## src/rtl/seg7_scan_driver_if.sv

```systemverilog
// Display-side bundle for seg7_scan_driver: data/load from board logic, pins back.
interface seg7_scan_driver_if #(
    parameter int N_DIGITS = 4
);
    logic [4*N_DIGITS-1:0] value;
    logic [N_DIGITS-1:0]   dp_in;
    logic [N_DIGITS-1:0]   blank_in;
    logic                  load;
    logic [6:0]            seg;
    logic                  dp;
    logic [N_DIGITS-1:0]   an;
    logic                  frame_done;

    modport master (output value, dp_in, blank_in, load,
                    input  seg, dp, an, frame_done);
    modport slave  (input  value, dp_in, blank_in, load,
                    output seg, dp, an, frame_done);
endinterface

```

## src/rtl/seg7_scan_driver.sv

```systemverilog
// Time-multiplexed N-digit hex 7-segment driver with frame-synchronous double buffering.
// Optional leading-zero suppression when SEG_LZ_BLANK_EN is defined.
module seg7_digit_lane (
    input  logic [3:0] nib,
    input  logic       dp_bit,
    input  logic       blank,
    input  logic       supp,
    output logic [6:0] seg,
    output logic       dp
);
    logic [6:0] dec;

    always_comb begin
        dec = 7'h00;
        case (nib)
            4'h0: dec = 7'h3F;
            4'h1: dec = 7'h06;
            4'h2: dec = 7'h5B;
            4'h3: dec = 7'h4F;
            4'h4: dec = 7'h66;
            4'h5: dec = 7'h6D;
            4'h6: dec = 7'h7D;
            4'h7: dec = 7'h07;
            4'h8: dec = 7'h7F;
            4'h9: dec = 7'h67;
            4'hA: dec = 7'h77;
            4'hB: dec = 7'h7C;
            4'hC: dec = 7'h39;
            4'hD: dec = 7'h5E;
            4'hE: dec = 7'h79;
            4'hF: dec = 7'h71;
            default: dec = 7'h00;
        endcase
    end

    // Suppression darkens segments only; the decimal point obeys blank alone.
    assign seg = (blank | supp) ? 7'h00 : dec;
    assign dp  = blank ? 1'b0 : dp_bit;
endmodule

module seg7_scan_driver #(
    parameter int N_DIGITS       = 4,
    parameter int SCAN_DIV       = 100000,
    parameter bit SEG_ACTIVE_LOW = 1'b0,
    parameter bit AN_ACTIVE_LOW  = 1'b0
) (
    input logic           clk,
    input logic           rst,
    seg7_scan_driver_if.slave bus
);
    localparam int CW = (SCAN_DIV > 1) ? $clog2(SCAN_DIV) : 1;
    localparam int IW = (N_DIGITS > 1) ? $clog2(N_DIGITS) : 1;
    localparam logic [6:0]          SEG_OFF = {7{SEG_ACTIVE_LOW}};
    localparam logic [N_DIGITS-1:0] AN_OFF  = {N_DIGITS{AN_ACTIVE_LOW}};

    logic [CW-1:0] cnt;
    logic [IW-1:0] idx;
    logic          tick, last, wrap;

    logic [N_DIGITS-1:0][3:0] sh_val, act_val;
    logic [N_DIGITS-1:0]      sh_dp, act_dp, sh_blank, act_blank;
    logic                     pending;

    logic [N_DIGITS-1:0][6:0] lane_seg;
    logic [N_DIGITS-1:0]      lane_dp;
    logic [N_DIGITS-1:0]      lz;
    logic [N_DIGITS-1:0]      onehot;

    assign tick = (cnt == CW'(SCAN_DIV - 1));
    assign last = (idx == IW'(N_DIGITS - 1));
    assign wrap = tick & last;

    always_ff @(posedge clk or posedge rst) begin
        if (rst) begin
            cnt <= '0;
            idx <= '0;
        end else if (tick) begin
            cnt <= '0;
            idx <= last ? '0 : idx + 1'b1;
        end else begin
            cnt <= cnt + 1'b1;
        end
    end

    // A load landing on the wrap edge goes straight to the active copy.
    always_ff @(posedge clk or posedge rst) begin
        if (rst) begin
            sh_val    <= '0;
            sh_dp     <= '0;
            sh_blank  <= '0;
            act_val   <= '0;
            act_dp    <= '0;
            act_blank <= '0;
            pending   <= 1'b0;
        end else begin
            if (bus.load) begin
                sh_val   <= bus.value;
                sh_dp    <= bus.dp_in;
                sh_blank <= bus.blank_in;
            end
            if (wrap) begin
                if (bus.load) begin
                    act_val   <= bus.value;
                    act_dp    <= bus.dp_in;
                    act_blank <= bus.blank_in;
                end else if (pending) begin
                    act_val   <= sh_val;
                    act_dp    <= sh_dp;
                    act_blank <= sh_blank;
                end
                pending <= 1'b0;
            end else if (bus.load) begin
                pending <= 1'b1;
            end
        end
    end

`ifdef SEG_LZ_BLANK_EN
    logic [N_DIGITS:0] zero_up;
    assign zero_up[N_DIGITS] = 1'b1;
    for (genvar k = 0; k < N_DIGITS; k++) begin : g_lz
        assign zero_up[k] = zero_up[k+1] & (act_val[k] == 4'h0);
        assign lz[k]      = (k != 0) & zero_up[k];
    end
`else
    assign lz = '0;
`endif

    for (genvar k = 0; k < N_DIGITS; k++) begin : g_lane
        seg7_digit_lane u_lane (
            .nib    (act_val[k]),
            .dp_bit (act_dp[k]),
            .blank  (act_blank[k]),
            .supp   (lz[k]),
            .seg    (lane_seg[k]),
            .dp     (lane_dp[k])
        );
    end

    always_comb begin
        onehot      = '0;
        onehot[idx] = 1'b1;
    end

    always_ff @(posedge clk or posedge rst) begin
        if (rst) begin
            bus.seg        <= SEG_OFF;
            bus.dp         <= SEG_ACTIVE_LOW;
            bus.an         <= AN_OFF;
            bus.frame_done <= 1'b0;
        end else begin
            bus.seg        <= lane_seg[idx] ^ SEG_OFF;
            bus.dp         <= lane_dp[idx] ^ SEG_ACTIVE_LOW;
            bus.an         <= onehot ^ AN_OFF;
            bus.frame_done <= wrap;
        end
    end
endmodule

```

## src/flat_wrapper.sv

```systemverilog
// flat-port wrapper written by rule: the top's interface ports become plain ports
module seg7_scan_driver_flat 
#(
    parameter int N_DIGITS       = 4,
    parameter int SCAN_DIV       = 100000,
    parameter bit SEG_ACTIVE_LOW = 1'b0,
    parameter bit AN_ACTIVE_LOW  = 1'b0
)
  (clk, rst, bus_value, bus_dp_in, bus_blank_in, bus_load, bus_seg, bus_dp, bus_an, bus_frame_done);
  seg7_scan_driver_if #(.N_DIGITS(N_DIGITS)) bus_i ();
  input logic clk;
  input logic rst;
  input wire logic [$bits(bus_i.value)-1:0] bus_value;
  input wire logic [$bits(bus_i.dp_in)-1:0] bus_dp_in;
  input wire logic [$bits(bus_i.blank_in)-1:0] bus_blank_in;
  input wire logic [$bits(bus_i.load)-1:0] bus_load;
  output wire logic [$bits(bus_i.seg)-1:0] bus_seg;
  output wire logic [$bits(bus_i.dp)-1:0] bus_dp;
  output wire logic [$bits(bus_i.an)-1:0] bus_an;
  output wire logic [$bits(bus_i.frame_done)-1:0] bus_frame_done;
  assign bus_i.value = bus_value;
  assign bus_i.dp_in = bus_dp_in;
  assign bus_i.blank_in = bus_blank_in;
  assign bus_i.load = bus_load;
  assign bus_seg = bus_i.seg;
  assign bus_dp = bus_i.dp;
  assign bus_an = bus_i.an;
  assign bus_frame_done = bus_i.frame_done;
  seg7_scan_driver #(.N_DIGITS(N_DIGITS), .SCAN_DIV(SCAN_DIV), .SEG_ACTIVE_LOW(SEG_ACTIVE_LOW), .AN_ACTIVE_LOW(AN_ACTIVE_LOW)) u_core (.clk(clk), .rst(rst), .bus(bus_i));
endmodule
```

## config.mk

```make
export PLATFORM = sky130hd
export DESIGN_NAME = seg7_scan_driver_flat
export DESIGN_NICKNAME = d
export VERILOG_FILES = /design/src/rtl/seg7_scan_driver_if.sv /design/src/rtl/seg7_scan_driver.sv /design/src/flat_wrapper.sv
export SDC_FILE = /design/constraint.sdc
export NUM_CORES = 1
export LEC_CHECK = 0
export CORE_ASPECT_RATIO = 0.6
export CORE_UTILIZATION = 57
export CTS_BUF_LIST = sky130_fd_sc_hd__clkbuf_16
export CTS_CLUSTER_DIAMETER = 200
export DETAILED_ROUTE_END_ITERATION = 8
export MAX_ROUTING_LAYER = met4
export PLACE_DENSITY = 0.89
export SYNTH_ARGS = -nofsm -noshare
export SYNTH_HDL_FRONTEND = slang
export SYNTH_SLANG_ARGS = --single-unit
```

## constraint.sdc

```tcl
create_clock -name clk -period 2.8 [get_ports clk]
set_input_delay 0.28 -clock clk [delete_from_list [all_inputs] [get_ports clk]]
set_output_delay 0.28 -clock clk [all_outputs]
set_load 0.05 [all_outputs]
```

**After elaboration in Yosys (flattened, before gate mapping)**

Memories as Yosys holds them, arrays and structs flattened.
Index checks and enable logic that the tools add are counted.

- Logic and storage cells: 58
- Memory bits (read-only): 448
- Output and inout bits: 13
- Register bits: 81
- Latch bits: 0
- Input port bits: 27
- RAM bits: 0
- Memories kept: 4

- Bitwise gates (word level): 1
- Equality and inequality tests: 2
- Divide/modulo/power cells: 0
- $add $sub $neg: 2
- Order comparisons: 2
- Reduce and logical (&&, ||, !) cells: 4
- Multipliers: 0
- Shifts and indexed selects: 0
- Multiplexer cells: 24

Memories:

| memory | depth | bits a word | read ports | clocked after Yosys merged registers in | wr ports | RTL line | source |
|---|---|---|---|---|---|---|---|
| (name not given) | 16 | 7 | 1 | 0 | 0 | seg7_scan_driver.sv:15 | `case (nib)` |
| (name not given) | 16 | 7 | 1 | 0 | 0 | seg7_scan_driver.sv:15 |  |
| (name not given) | 16 | 7 | 1 | 0 | 0 | seg7_scan_driver.sv:15 |  |
| (name not given) | 16 | 7 | 1 | 0 | 0 | seg7_scan_driver.sv:15 |  |

Operators with widths:

| kind | count |
|---|---|
| $mux W7 | 5 |
| $mux W16 | 2 |
| $add A17 B1 Y17 const B | 1 |
| $eq A17 B17 Y1 const B | 1 |
| $mux W17 | 1 |
| $mux W4 | 4 |
| $bmux W7 S2 | 1 |
| $mux W1 | 8 |
| $reduce_bool A2 Y1 | 2 |
| $lt A2 B3 Y1 const B | 1 |
| $add A2 B1 Y2 const B | 1 |
| $bmux W1 S2 | 1 |
| $demux W1 S2 | 1 |
| $eq A2 B2 Y1 const B | 1 |
| $ge A2 B1 Y1 const B | 1 |
| $mux W2 | 1 |
| $reduce_and A2 Y1 | 1 |
| $and A1 B1 Y1 | 1 |
| $logic_and A1 B1 Y1 | 1 |

**Logic depth before layout (Yosys ltp)**

Gate-level depths: netlist of the first run.

- Word-level depth: 4
- Gate-level depth with buffers: 7
- Depth with buffers taken out: 7

**Cells and area by module**

From an unflattened synthesis of the first run, not the netlist that was laid out.

- Cell total of the unflattened synthesis: 388
- Area, all modules: 4604.4 µm²

By module, submodules not included:

| module | seq. area each (µm²) | area each (µm²) | instances | cells an instance |
|---|---|---|---|---|
| seg7_scan_driver | 2026.9 | 3397.0 | 1 | 221 |
| seg7_digit_lane (u_core.g_lane[2].u_lane ...) | 0.0 | 281.5 | 2 | 41 |
| seg7_digit_lane (u_core.g_lane[0].u_lane) | 0.0 | 331.6 | 1 | 44 |
| seg7_digit_lane (u_core.g_lane[1].u_lane) | 0.0 | 312.8 | 1 | 41 |

**Worst setup path after synthesis of the first run**

Ideal clock, no wire load.

- Path kind: register -> register
- From: reg u_core.cnt[13]
- To: reg u_core.cnt[15]
- Data arrival time: 1.867 ns
- Setup time: 0.129 ns
- Path buffers: 0
- Period minus slack after synthesis: 1.996 ns
- Path slack: 0.804 ns
- Stages on the path, launching flop included: 6
- Data required time: 2.671 ns
- Cell sequence: dfrtp_1 > or4b_4 > or4_4 > or3_1 > o211ai_1 > o31ai_1

- Longest elaborated chain between the ends: 2
- Elaborated cells on any way between the ends: 3
- Classes of those cells: 1 x add/sub; 1 x eq/ne; 1 x mux

RTL lines:

| what | RTL line | source |
|---|---|---|
| start, declared | seg7_scan_driver.sv:56 | `logic [CW-1:0] cnt;` |
| start signal, assigned | seg7_scan_driver.sv:81 | `cnt <= cnt + 1'b1;` |
| $add A17 B1 Y17 or $eq A17 B17 Y1 (tied branches) | seg7_scan_driver.sv:81, seg7_scan_driver.sv:69 |  |
| $mux W17 (*) | seg7_scan_driver.sv:77 | `end else if (tick) begin` |

Every way passes the cells marked *; elsewhere a longest branch is shown, timed or not.
A chain may end at the register's enable or synchronous reset.

**Worst setup path in the final report of the first run**

- From: reg u_core.cnt[13]
- To: reg u_core.act_val[8] (netlist name)

- Longest elaborated chain between the ends: 3

RTL lines:

| what | RTL line | source |
|---|---|---|
| $eq A17 B17 Y1 | seg7_scan_driver.sv:69 | `assign tick = (cnt == CW'(SCAN_DIV - 1));` |
| $and A1 B1 Y1 | seg7_scan_driver.sv:71 | `assign wrap = tick & last;` |
| $reduce_and A2 Y1 (no line) | -- |  |
| end signal, assigned | seg7_scan_driver.sv:103 | `act_val <= bus.value;` |
| end signal, assigned | seg7_scan_driver.sv:107 | `act_val <= sh_val;` |
| end, declared | seg7_scan_driver.sv:60 | `logic [N_DIGITS-1:0][3:0] sh_val, act_val;` |

Every way passes these cells.

==> metrics.md, run 1 <==
| Metric | Value |
|---|---|
| Outcome | completed |
| Routed via count | 3049 |
| Post-DR wirelength/cell | 17.71 µm |
| Final Net Count | 472 |
| Ys Warns | 0 |
| Most frequent cells in the layout | dfrtp_1 (81), mux2_2 (48), clkdlybuf4s50_1 (39) |
| Final hold violations | 0 |
| Logic gate share of total power | 5.0% |
| Synth area leaders | dfrtp_1 (49%), mux2_2 (13%), ha_1 (7.5%) |
| I/O Pins | 40 |
| Setup Crit Path Kind | reg2reg |
| Slew margin rel. | 58.07% |
| RR Startpoint | u_core.cnt[13] |
| Top cell type's share of synthesized area | 48.50% |
| CTS H-Tree Depth | 3 |
| Flop2flop setup slack | 530 ps |
| R2R depth | 5 |
| Worst VDD drop | 0.4692 mV |
| Cell count after synthesis | 381 |
| Fin. max-slew vios | 0 |
| First-pass DRT Iterations | 5 |
| Mapped Area | 4179 µm² |
| Post-DRT Antenna Nets | 0 |
| Pwr/cell area | 490.2 nW/µm² |
| Later-pin clock latency in the skew report | 350 ps |
| Syn Area/Cell | 10.97 µm² |
| WP data required | 3030 ps |
| Final Util | 71.55% |
| Period utilisation layout | 81.08% |
| Flip-flop and latch area | 2027 µm² |
| Largest net degree at the start of global routing | 42 |
| Leak pwr | 2.153 nW |
| Die width | 112.5 µm |
| CP max stage cell | or4b_4 |
| #FFs+latches synth | 81 |
| Hold Buf Count CTS | 0 |
| Seq pwr share | 50.3% |
| Final setup TNS | 0 ps |
| Worst Path Max Fanout | 14 |
| CTS-repair resized insts | 0 |
| Power Internal | 0.001869 W |
| Worst setup EP type | flip-flop |
| Crit path time final | 2270 ps |
| Max incr delay on CP | 570 ps |
| Switching share of total power | 22.52% |
| Synth area leader | dfrtp_1 |
| FILL cells | 497 |
| DIE AREA | 7689 µm² |
| Worst-path clk slew | 60 ps |
| Number of global-route vias before repair | 3055 |
| Global-route wire length before repair | 15170 µm |
| Wirelength, routed | 9069 µm |
| Total clock sinks | 81 |
| Main flop type after synthesis | dfrtp_1 |
| TritonCTS clock tree | done |
| Clock buffer depth | 2 |
| Vias per cell | 5.955 |
| Area of the multi-input gates | 2018 µm² |
| Standard-cell rows | 23 |
| Switching pwr | 0.0005433 W |
| Max frequency | 440.5 MHz |
| GP Congestion | 0.9344 |
| Clock share of power | 44.6% |
| Remaining DRCs | 0 |
| P&R area growth vs syn | 17.75% |
| Inserted Clock Buffers | 9 |
| CP Data Arrival Time | 2500 ps |
| Crit-path cells | or4b_4, nor3_2, nand3b_2, buf_4, mux2_2 |
| Synth Net Count | 433 |
| Max Cap Viol | 0 |
| Clk root buf | clkbuf_16 |
| Grt total ovfl | 0 |
| Initial antenna violation count | 0 |
| Setup violators final | 0 |
| Input/output buffers | 39 |
| Initial Util | 60.76% |
| R2R Path End | u_core.act_val[8] |
| Netlist cell types | 47 |
| Sequential-to-total area share from yosys stat | 48.50% |
| Tot GR Track Use | 27.62% |
| Commonest non-fill, non-tap cell in the layout | dfrtp_1 |
| Number of antenna diodes | 0 |
| Post-DP HPWL | 6214 µm |
| RSZ-0062 raised after global routing | false |
| Core area | 6878 µm² |
| Clock skew | 10.04 ps |
| Post-synth EDFFs | 0 |
| Startpoint class of the critical path | flip-flop |
| Worst Tran Pin Value | 623.2 ps |
| 1st-iter DRT viols | 283 |
| Hold Crit Class | in2async |
| Share of layout cells above drive strength 1 | 17.65% |
| Ys async rst share | 100.0% |
| Post-CTS Setup Inserts | 0 |
| Chip height | 68.33 µm |
[area by class of cell]
cell class	count	area share, %
well taps	87	2.212
inverters	20	1.551
flip-flops and latches	81	41.19
multi-input cells	265	41.01
clock buffers	9	4.577
clock inverters	7	0.9153
repair buffers	43	8.543
[through the flow]
step	power (W)	hold WS (ps)	worst slack (ps)	cell area (µm²)	cells
finish	0.002412	408.6	529.7	4921	512
global route	0.002493	457.1	433.2	4921	512
CTS	0.002444	419.0	542.1	4921	512
detailed placement	0.001359	483.9	565.5	4651	496
global placement	0.001351	464.9	612.0	4651	496
floorplan	0.001297	445.5	439.9	4179	381
[flip-flops by register name (all words and copies together) (netlist names)]
name / flops
u_core.act_blank: 4
u_core.act_dp: 4
u_core.act_val: 16
u_core.bus.an: 4
u_core.bus.dp: 1
u_core.bus.frame_done: 1
u_core.bus.seg: 7
u_core.cnt: 17
u_core.idx: 2
u_core.pending: 1
u_core.sh_blank: 4
u_core.sh_dp: 4
u_core.sh_val: 16
[worst max-delay path: cells and delay by family, from the launching register on]
kind	cells	cell delay [ps]
buffers and inverters	1	320
muxes	1	290
and+or+nand+nor	3	1120
DFF	1	420
[kinds of logic (layout without fill, tap and decap cells)]
kind of cell    after synthesis  count (layout)  share of synthesized area [%]
flops                        81              81                          48.50
buf+inv                      35              79                          3.203
simple gates                106             106                          13.26
xor+xnor                     14              14                          2.934
compound gates               69              69                          10.96
fa+ha+maj                    25              25                          7.485
mux                          51              51                          13.65
[synthesized netlist by cell type, drive strengths merged, types with 2 or more instances]
cell type,instances
dfrtp,81
mux2,48
nor2,28
ha,25
nand2,25
inv,20
o21ai,19
nor2b,14
clkbuf,12
a21oi,11
a221oi,10
nor3,10
nand3,9
o211ai,7
xnor2,7
xor2,7
a31oi,6
nand2b,4
and4,3
buf,3
mux2i,3
o311ai,3
a21o,2
a32oi,2
and2,2
o32ai,2
or2,2
[per-layer routing]
metal	vias to the layer above	GRT usage, %	share of wire (%)	wire [µm]
met2	113	42.21	45	4043
met1	1487	35.83	47	4221
met3	16	6.289	7.2	653
met4	0	12.50	1.7	150
met5	-	-	0	0
li1	1433	-	-	-
[worst max path at each step]
stage	from	end	slack, ps	cells after the start
finish	u_core.cnt[13]	u_core.act_val[8]	530	5
global route	u_core.cnt[13]	u_core.act_dp[3]	430	5
CTS	u_core.cnt[13]	u_core.act_val[8]	540	5
detailed placement	u_core.cnt[13]	u_core.act_val[8]	570	5
global placement	u_core.cnt[13]	u_core.act_val[15]	610	5
floorplan	rst	u_core.act_blank[0]	440	1
[power by group through the flow]
stage | clock, W | sequential (W) | combinational, W
after floorplan | 0 | 0.00123 | 0.0000652
after global placement | 0 | 0.00123 | 0.000118
after detailed placement | 0 | 0.00124 | 0.000123
after CTS | 0.00110 | 0.00121 | 0.000125
after global routing | 0.00114 | 0.00122 | 0.000135
final | 0.00108 | 0.00121 | 0.000122
Power figures use the tool's default switching activity.
==> run 2: changes to the inputs <==
--- a/config.mk
+++ b/config.mk
@@ -6,12 +6,12 @@
 export NUM_CORES = 1
 export LEC_CHECK = 0
 export CORE_ASPECT_RATIO = 0.6
-export CORE_UTILIZATION = 57
+export CORE_UTILIZATION = 52
 export CTS_BUF_LIST = sky130_fd_sc_hd__clkbuf_16
 export CTS_CLUSTER_DIAMETER = 200
 export DETAILED_ROUTE_END_ITERATION = 8
 export MAX_ROUTING_LAYER = met4
-export PLACE_DENSITY = 0.89
+export PLACE_DENSITY = 0.86
 export SYNTH_ARGS = -nofsm -noshare
 export SYNTH_HDL_FRONTEND = slang
 export SYNTH_SLANG_ARGS = --single-unit
==> constraint.sdc (replaced) <==
create_clock -name clk -period 2 [get_ports clk]
set_input_delay 0.2 -clock clk [delete_from_list [all_inputs] [get_ports clk]]
set_output_delay 0.2 -clock clk [all_outputs]
set_load 0.05 [all_outputs]
==> run 2 against run 1 <==
Clock-buffer cell count did not move. Fmax rose by 12%. Combinational power rose by 43%. First-iteration DRC count fell by 37%. Die area rose by 9.4%. The flow now finishes with violations (negative setup slack). Register-to-register slack got worse by 550 ps. Design area rose by 3.2%. Total power rose by 50%. Cell count rose by 5.1%. Largest power group is now clock. Global-route usage fell by 4.8 points. Largest cell class unchanged.
==> metrics.md, run 2 (same netlist as run 1, synthesis figures left out) <==
| Metric | Value |
|---|---|
| TritonCTS clock tree | done |
| Initial antenna violation count | 0 |
| Period utilisation layout | 101.2% |
| P&R area growth vs syn | 21.56% |
| Setup Crit Path Kind | reg2reg |
| Total clock sinks | 81 |
| RSZ-0062 raised after global routing | true |
| Top flop regs | u_core.cnt (17), u_core.act_val (16), u_core.sh_val (16) |
| Max reg flops | 17 |
| Most frequent cells in the layout | dfrtp_1 (81), mux2_2 (48), clkdlybuf4s50_1 (39) |
| Worst setup EP type | flip-flop |
| Worst Tran Pin Value | 586.8 ps |
| First-pass DRT Iterations | 6 |
| WP data required | 2220 ps |
| Number of antenna diodes | 0 |
| Grt total ovfl | 0 |
| Post-DP HPWL | 6117 µm |
| Global-route wire length before repair | 14150 µm |
| Outcome | finished, violations left |
| Max frequency | 493.9 MHz |
| Standard-cell rows | 24 |
| CP Data Arrival Time | 2250 ps |
| Vias per cell | 5.623 |
| CTS H-Tree Depth | 3 |
| Later-pin clock latency in the skew report | 340 ps |
| Worst-path clk slew | 60 ps |
| Share of layout cells above drive strength 1 | 19.82% |
| Area of the multi-input gates | 2023 µm² |
| Fin. max-slew vios | 0 |
| Core area | 7507 µm² |
| Worst VDD drop | 0.5834 mV |
| Dpl cells | 522 |
| Remaining DRCs | 0 |
| Worst Path Max Fanout | 3 |
| Largest net degree at the start of global routing | 82 |
| Final instance count without filler cells | 538 |
| Final hold violations | 0 |
| Input/output buffers | 39 |
| DIE AREA | 8411 µm² |
| Final worst slack | -24.74 ps |
| Largest Register | u_core.cnt |
| Chip height | 71.44 µm |
| Die width | 117.7 µm |
| I/O Pins | 40 |
| 1st-iter DRT viols | 177 |
| GP Congestion | 0.9610 |
| Crit path time final | 2025 ps |
| Final total power | 0.003615 W |
| Inserted Clock Buffers | 9 |
| Initial Util | 55.67% |
| Clock buffer depth | 2 |
| Leak pwr | 2.235 nW |
| Post-DRT Antenna Nets | 0 |
| Pwr/cell area | 711.7 nW/µm² |
| Hold Crit Class | in2async |
| Flip-flop and latch area | 2027 µm² |
| Setup violators final | 1 |
| Wirelength, routed | 8536 µm |
| Clk root buf | clkbuf_16 |
| Routed via count | 3025 |
| Clock skew | 10.38 ps |
| Post-DR wirelength/cell | 15.87 µm |
| FILL cells | 550 |
| Number of global-route vias before repair | 2875 |
| Final Net Count | 481 |
| Tot GR Track Use | 22.86% |
| Slew margin rel. | 60.73% |
| Hold Buf Count CTS | 0 |
| Startpoint class of the critical path | flip-flop |
| Max Cap Viol | 0 |
| Failing checks | negative setup slack |
| Commonest non-fill, non-tap cell in the layout | dfrtp_1 |
## run 2: cell types whose count changed in the layout (fill, tap and decap cells not counted), sizes merged
cell	change
clkinv	-1
bufinv	+2
clkinvlp	-1
buf	+9
## run 2: layer usage
| metal | up-vias | wire length [µm] | track usage [%] |
|---|---|---|---|
| li1 | 1444 | - | - |
| met1 | 1458 | 4227 | 30.62 |
| met2 | 112 | 3710 | 34.18 |
| met3 | 11 | 512 | 6.131 |
| met4 | 0 | 87 | 7.123 |
| met5 | - | 0 | - |
## run 2: report_power, final
part | internal [W] | leakage (nW) | total, W | switching (W)
clock | 0.00109 | 0.161 | 0.00174 | 0.000649
combinational | 0.0000969 | 1.05 | 0.000175 | 0.0000777
sequential | 0.00169 | 1.02 | 0.00170 | 0.0000112
## run 2: layout make-up
class	instances	share of cell area, %
clock buffers	9	4.433
clock inverters	7	1.872
inverters	20	1.552
multi-input cells	265	39.83
flip-flops and latches	81	39.90
well taps	104	2.562
repair buffers	52	9.852
## run 2: final timing paths
check / start / endpoint / cells after the start / slack (ps)
worst max-delay path: u_core.cnt[13] / u_core.cnt[15] / 5 / -20
worst min-delay path: rst / u_core.sh_val[0] / 3 / 330
worst max register to register: u_core.cnt[13] / u_core.cnt[15] / 5 / -20
worst min register to register: u_core.sh_val[4] / u_core.sh_val[4] / 1 / 490
max in group asynchronous: rst / u_core.bus.dp / 3 / 1360
min in group clk: bus_value[9] / u_core.sh_val[9] / 2 / 490
## run 2: worst max-delay path: stages, from the launching register on
cell and delay (ps):
dfrtp_1 380, or4b_4 550, or4_4 460, or3_4 340, o211ai_1 90, o31ai_1 100
## run 2: through the flow
stage	setup slack, ps	setup TNS, ps	hold WS, ps	util [%]	cell area (µm²)
final	-24.74	-24.74	333.8	67.67	5080
after global routing	-84.52	-362.2	366.5	67.67	5080
after CTS	-18.75	-18.75	347.8	67.60	5075
after detailed placement	-21.95	-21.95	484.5	63.33	4755
after global placement	13.56	0	459.9	63.33	4755
after floorplan	3.503	0	365.5	-	4183
## run 2: what timing repair did
action,4_1_cts,5_1_grt
resized for setup,0,1
pin swaps,0,0
endpoints found under the setup margin,1,26
buffers inserted,0,0
